### src/rtl/img_rom_streamer.sv
// Streams a raster frame from a fixed-latency block ROM as a tagged valid/ready pixel stream.
// Define IMG_STREAM_LOOP_EN to add the loop port for back-to-back frame repetition.
module img_rom_streamer #(
    parameter int PIX_W     = 24,
    parameter int IMG_W     = 512,
    parameter int IMG_H     = 512,
    parameter int ADDR_W    = 18,
    parameter int BASE_ADDR = 0,
    parameter int RD_LAT    = 1
) (
    input  logic              clk,
    input  logic              rst_n,
    input  logic              start,
`ifdef IMG_STREAM_LOOP_EN
    input  logic              loop,
`endif
    output logic              mem_en,
    output logic [ADDR_W-1:0] mem_addr,
    input  logic [PIX_W-1:0]  mem_rdata,
    output logic [PIX_W-1:0]  m_data,
    output logic              m_valid,
    input  logic              m_ready,
    output logic              m_sof,
    output logic              m_eol,
    output logic              m_eof,
    output logic              busy,
    output logic              frame_done
);
    localparam int DEPTH = RD_LAT + 2;
    localparam int NPIX  = IMG_W * IMG_H;
    localparam int XW    = (IMG_W > 1) ? $clog2(IMG_W) : 1;
    localparam int YW    = (IMG_H > 1) ? $clog2(IMG_H) : 1;
    localparam int PW    = $clog2(DEPTH);
    localparam int CW    = 4;

    typedef enum logic [1:0] {IDLE, RUN, DRAIN} state_t;
    state_t state, state_nx;

    logic [ADDR_W-1:0] idx;
    logic [XW-1:0]     x;
    logic [YW-1:0]     y;
    logic              last_idx, tag_sof, tag_eol, tag_eof, loop_go, hs;
    logic [RD_LAT-1:0] pv;
    logic [2:0]        ptag [RD_LAT];
    logic [CW-1:0]     in_flight, fifo_count;
    logic [PW-1:0]     wr_ptr, rd_ptr;
    logic [PIX_W+2:0]  fifo_mem [DEPTH];
    logic [PIX_W+2:0]  head;
    logic              push;

`ifdef IMG_STREAM_LOOP_EN
    assign loop_go = loop;
`else
    assign loop_go = 1'b0;
`endif

    assign last_idx = (idx == ADDR_W'(NPIX - 1));
    assign tag_sof  = (x == '0) && (y == '0);
    assign tag_eol  = (x == XW'(IMG_W - 1));
    assign tag_eof  = tag_eol && (y == YW'(IMG_H - 1));
    assign mem_addr = ADDR_W'(BASE_ADDR) + idx;
    assign hs       = m_valid && m_ready;
    assign push     = pv[RD_LAT-1];

    always_ff @(posedge clk or negedge rst_n) begin
        if (!rst_n) state <= IDLE;
        else        state <= state_nx;
    end

    // DRAIN exits only on the final outstanding beat, so a short looped frame
    // whose previous eof is still queued cannot end the drain early.
    always_comb begin
        state_nx = state;
        case (state)
            IDLE:    if (start) state_nx = RUN;
            RUN:     if (mem_en && last_idx && !loop_go) state_nx = DRAIN;
            DRAIN:   if (hs && m_eof && in_flight == '0 && fifo_count == CW'(1)) state_nx = IDLE;
            default: state_nx = IDLE;
        endcase
    end

    always_comb begin
        busy   = (state != IDLE);
        mem_en = (state == RUN) && ((in_flight + fifo_count) < CW'(DEPTH));
    end

    always_ff @(posedge clk or negedge rst_n) begin
        if (!rst_n) begin
            idx <= '0;
            x   <= '0;
            y   <= '0;
        end else if (state == IDLE || (mem_en && last_idx)) begin
            idx <= '0;
            x   <= '0;
            y   <= '0;
        end else if (mem_en) begin
            idx <= idx + ADDR_W'(1);
            if (tag_eol) begin
                x <= '0;
                y <= y + YW'(1);
            end else begin
                x <= x + XW'(1);
            end
        end
    end

    always_ff @(posedge clk or negedge rst_n) begin
        if (!rst_n) begin
            pv <= '0;
            for (int unsigned i = 0; i < RD_LAT; i++) ptag[i] <= '0;
        end else begin
            pv[0]   <= mem_en;
            ptag[0] <= {tag_sof, tag_eol, tag_eof};
            for (int unsigned i = 1; i < RD_LAT; i++) begin
                pv[i]   <= pv[i-1];
                ptag[i] <= ptag[i-1];
            end
        end
    end

    always_comb begin
        in_flight = '0;
        for (int unsigned i = 0; i < RD_LAT; i++) in_flight = in_flight + CW'(pv[i]);
    end

    always_ff @(posedge clk) begin
        if (push) fifo_mem[wr_ptr] <= {mem_rdata, ptag[RD_LAT-1]};
    end

    always_ff @(posedge clk or negedge rst_n) begin
        if (!rst_n) begin
            wr_ptr     <= '0;
            rd_ptr     <= '0;
            fifo_count <= '0;
            frame_done <= 1'b0;
        end else begin
            if (push) wr_ptr <= (wr_ptr == PW'(DEPTH - 1)) ? '0 : wr_ptr + PW'(1);
            if (hs)   rd_ptr <= (rd_ptr == PW'(DEPTH - 1)) ? '0 : rd_ptr + PW'(1);
            fifo_count <= fifo_count + CW'(push) - CW'(hs);
            frame_done <= hs && m_eof;
        end
    end

    assign head    = fifo_mem[rd_ptr];
    assign m_valid = (fifo_count != '0);
    assign m_data  = m_valid ? head[PIX_W+2:3] : '0;
    assign m_sof   = m_valid && head[2];
    assign m_eol   = m_valid && head[1];
    assign m_eof   = m_valid && head[0];
endmodule

### config.mk
export PLATFORM = sky130hd
export DESIGN_NAME = img_rom_streamer
export DESIGN_NICKNAME = d
export VERILOG_FILES = /design/src/rtl/img_rom_streamer.sv
export SDC_FILE = /design/constraint.sdc
export NUM_CORES = 1
export LEC_CHECK = 0
export CAP_MARGIN = 15
export CELL_PAD_IN_SITES_DETAIL_PLACEMENT = 0
export CELL_PAD_IN_SITES_GLOBAL_PLACEMENT = 1
export CORE_ASPECT_RATIO = 1.25
export CORE_UTILIZATION = 45
export CTS_BUF_LIST = sky130_fd_sc_hd__clkbuf_4 sky130_fd_sc_hd__clkbuf_8 sky130_fd_sc_hd__clkbuf_16
export DETAILED_ROUTE_END_ITERATION = 7
export GPL_ROUTABILITY_DRIVEN = 0
export GPL_TIMING_DRIVEN = 0
export MAX_ROUTING_LAYER = met4
export PLACE_DENSITY = 0.86
export RECOVER_POWER = 25
export SETUP_SLACK_MARGIN = 0.05
export SLEW_MARGIN = 20
export SYNTH_ARGS = -nofsm -noshare
export SYNTH_HDL_FRONTEND = slang
export SYNTH_SLANG_ARGS = --single-unit
### constraint.sdc
create_clock -name clk -period 6.7 [get_ports clk]
set_input_delay 0.67 -clock clk [delete_from_list [all_inputs] [get_ports clk]]
set_output_delay 0.67 -clock clk [all_outputs]
set_load 0.02 [all_outputs]
==> metrics.txt <==
CTS tree done; via-per-instance ratio 5.38; worst vdd ir 229 uV; ANT cells 0; adder-cell area share of the yosys netlist 0.0236; IO Count 77; largest family of logic cells by synthesized area simple AND/OR/NAND/NOR gates; relative slew slack -0.830; Post-Route WL 12600 um; CTS Hold Bufs 0; clock slew at reported path FFs 0.06 ns; Die Ht 129 um; CTS Root Buffer Type clkbuf_16; largest net degree at the start of global routing 52; Yosys reg bits around 130; vias in the first global route roughly 4200; area delta synth->final 28.7%; Remaining DRCs 0; worst r2r path cells 8; final slew viol count between 50 and 60; Post-synth EDFFs 81; post-synthesis net count 525; fill count 1055; reg-to-reg critical path endpoint y[7]$_DFFE_PN0P_; Max FO, Critical Path 11; port bufs 76; xor/xnor share of the synthesized area 0.0255; largest area contributor in the netlist edfxtp_1; Hold Crit Endpoint fifo_mem[0][2]$_DFFE_PP_; Simple-Gate Fraction of Synth Area 0.147; area share of the largest cell type after synthesis 0.417; Resized cells post-CTS 0; CP Cell Sequence ha_1, ha_1, a211oi_2, nand2_2, inv_1, buf_2, clkdlybuf4s50_1; # placed instances 737; crit share post-route 0.593; largest cells by area after synthesis edfxtp_1 (42%), dfrtp_1 (22%), nor2_1 (4.9%); Hold Path Cell Cnt 0; RSZ-0062 raised after global routing no; Skew-Pair Late Insertion Delay 0.41 ns; post-synthesis cell area 5840 um^2; crit-path leading delay family buffers and inverters; Horiz. Die Dim roughly 100 um; Final ANT Viol Nets 0; WP data required between 6 and 7 ns; Hold Vio Cnt, Final 0; Total GRT Usage 0.205; hold path startpoint ptag[2]$_DFF_PN0_; CP Data Arrival Time 3.30 ns; worst path bufs/invs 3; most numerous cell in the Yosys netlist edfxtp_1; minimum clock period 3.97 ns; initial cell density of the core 0.461; Worst path depth 7; DRT iter0 DRCs 249; synthesis warning total 0; post-synthesis sequential area ratio 0.635; Worst Hold Class reg2reg; Reg area around 3700 um^2; DP HPWL 8470 um; Post-synth top flop edfxtp_1; # nets final 627; H-tree Lvls 4; ys async rst share 0.386; register-to-register setup slack 3.90 ns; mux cell area share after synthesis 0.0482; worst r2r src fifo_count[0]$_DFF_PN0_; Placeable Area roughly 13000 um^2; Post-CTS Setup Repair Bufs 0; Finished Layout Cells 769; max_cap viols 1; CP max-delay cell clkdlybuf4s50_1; crit start category flip-flop; Rows 46; Syn Inst Count 486; most frequent CP cell ha_1; Setup TNS Final 0 ns; FMAX between 0.2 and 0.3 GHz; pwr/cell area between 400 and 500 nW/um^2; DR WL/cell between 15 and 20 um; Pleak 0.00300 uW; complex-gate fraction of the synthesized area 0.0913; kind of critical path reg2out; final setup fails 0; maximum root-to-sink buffer count 2; Total Die Area roughly 13000 um^2; multi-input logic area between 1500 and 2000 um^2; Vias 4141; Clock Skew 0.00846 ns; total gr overflow 0; Synth top cells by count edfxtp_1 (81), nor2_1 (76), dfrtp_1 (51); drt pass-1 iters 4; Clock Sinks 132; share of cells above drive strength 1 0.0998; initial antenna violation count 0; Worst setup EP type output pin; count of different cell masters after synthesis 51; TritonCTS buffer count 17; Slew @ Worst Pin 2.74 ns; Avg Inst Size Synth approximately 12 um^2; failing checks max-capacitance violations, max-slew violations; first-pass GRT wire length between 20000 and 25000 um; run status complete, but fails checks; Worst path max stage delay 0.66 ns
## final cells by class
class	count	area share
Buffer	21	0.0125
Clock buffer	17	0.0566
Clock inverter	15	0.0226
Inverter	20	0.00999
Multi-Input combinational cell	313	0.264
Sequential cell	132	0.493
Tap cell	168	0.0280
Timing Repair Buffer	83	0.113
## layer usage
layer	part of all wire	global-route usage	up-vias
met5	0	-	-
met4	0.0085	0.0723	0
met3	0.043	0.0387	15
met2	0.53	0.359	127
met1	0.42	0.238	2018
li1	-	-	1981
## where the power goes
part           internal, uW  total, uW  switching, uW
sequential             1000       1080           75.2
clock                   559        930            372
combinational           501       1230            728
## sequential cells by signal (all words and copies together) (netlist names)
name	count
x	9
push	1
frame_done	1
ptag	3
fifo_count	4
fifo_mem	81
wr_ptr	2
y	9
idx	18
state	2
rd_ptr	2
## per-stage QoR
step | instance area (um^2) | setup slack [ns] | utilization | hold slack (ns) | power (uW)
finish | 7520 | 2.73 | 0.594 | 0.466 | 3240
global route | 7520 | 2.62 | 0.594 | 0.481 | 3410
CTS | 7510 | 2.76 | 0.593 | 0.316 | 3260
detailed placement | 6920 | 3.21 | 0.546 | 0.452 | 2320
global placement | 6810 | 2.40 | 0.538 | 0.442 | 2280
floorplan | 5840 | 3.79 | - | 0.374 | 1810
## worst reg2reg max path, delay by kind of cell, from the launching register on
kind	cells	cell delay (ns)
AND/OR/NAND/NOR	1	0.23
buffers and inverters	2	0.50
flip-flops	1	0.42
adder cells (fa/ha/maj)	2	0.58
AO/OA/AOI/OAI	3	0.95
## cells by family (layout without fill, tap and decap cells)
family,count (synthesis),after routing
buf+inv,41,156
flops,132,132
xor+xnor,17,17
simple gates,172,172
mux,28,28
compound gates,85,85
fa+ha+maj,11,11
## layout by cell type (no fill, tap or decap), types with 3 or more instances in the layout
cell / n
buf_2: 6
buf_6: 5
clkbuf_16: 17
edfxtp_1: 81
clkinvlp_4: 3
mux2i_1: 27
dfrtp_1: 51
inv_6: 6
clkbuf_1: 12
or4_1: 10
nor2_1: 75
nand3_1: 17
or3_1: 5
o211ai_1: 3
o31ai_1: 11
dlygate4sd3_1: 7
nor3_1: 3
nand2_1: 21
xnor2_1: 4
inv_1: 18
xor2_1: 13
and2_1: 4
ha_1: 11
clkdlybuf4s50_1: 68
buf_4: 3
and3_1: 15
o21ai_0: 8
nand4_1: 7
a21oi_1: 47
## worst max-delay path by stage
stage                       startpoint                        end  slack (ns)
6_report       fifo_count[0]$_DFF_PN0_                     mem_en        2.73
5_1_grt        fifo_count[0]$_DFF_PN0_                     mem_en        2.62
4_1_cts        fifo_count[0]$_DFF_PN0_                     mem_en        2.76
3_5_place_dp   fifo_count[0]$_DFF_PN0_                     mem_en        3.21
3_3_place_gp            push$_DFF_PN0_  fifo_mem[2][22]$_DFFE_PP_        2.40
2_1_floorplan           push$_DFF_PN0_   fifo_mem[2][0]$_DFFE_PP_        3.79
(Power assumes the default switching activity.)
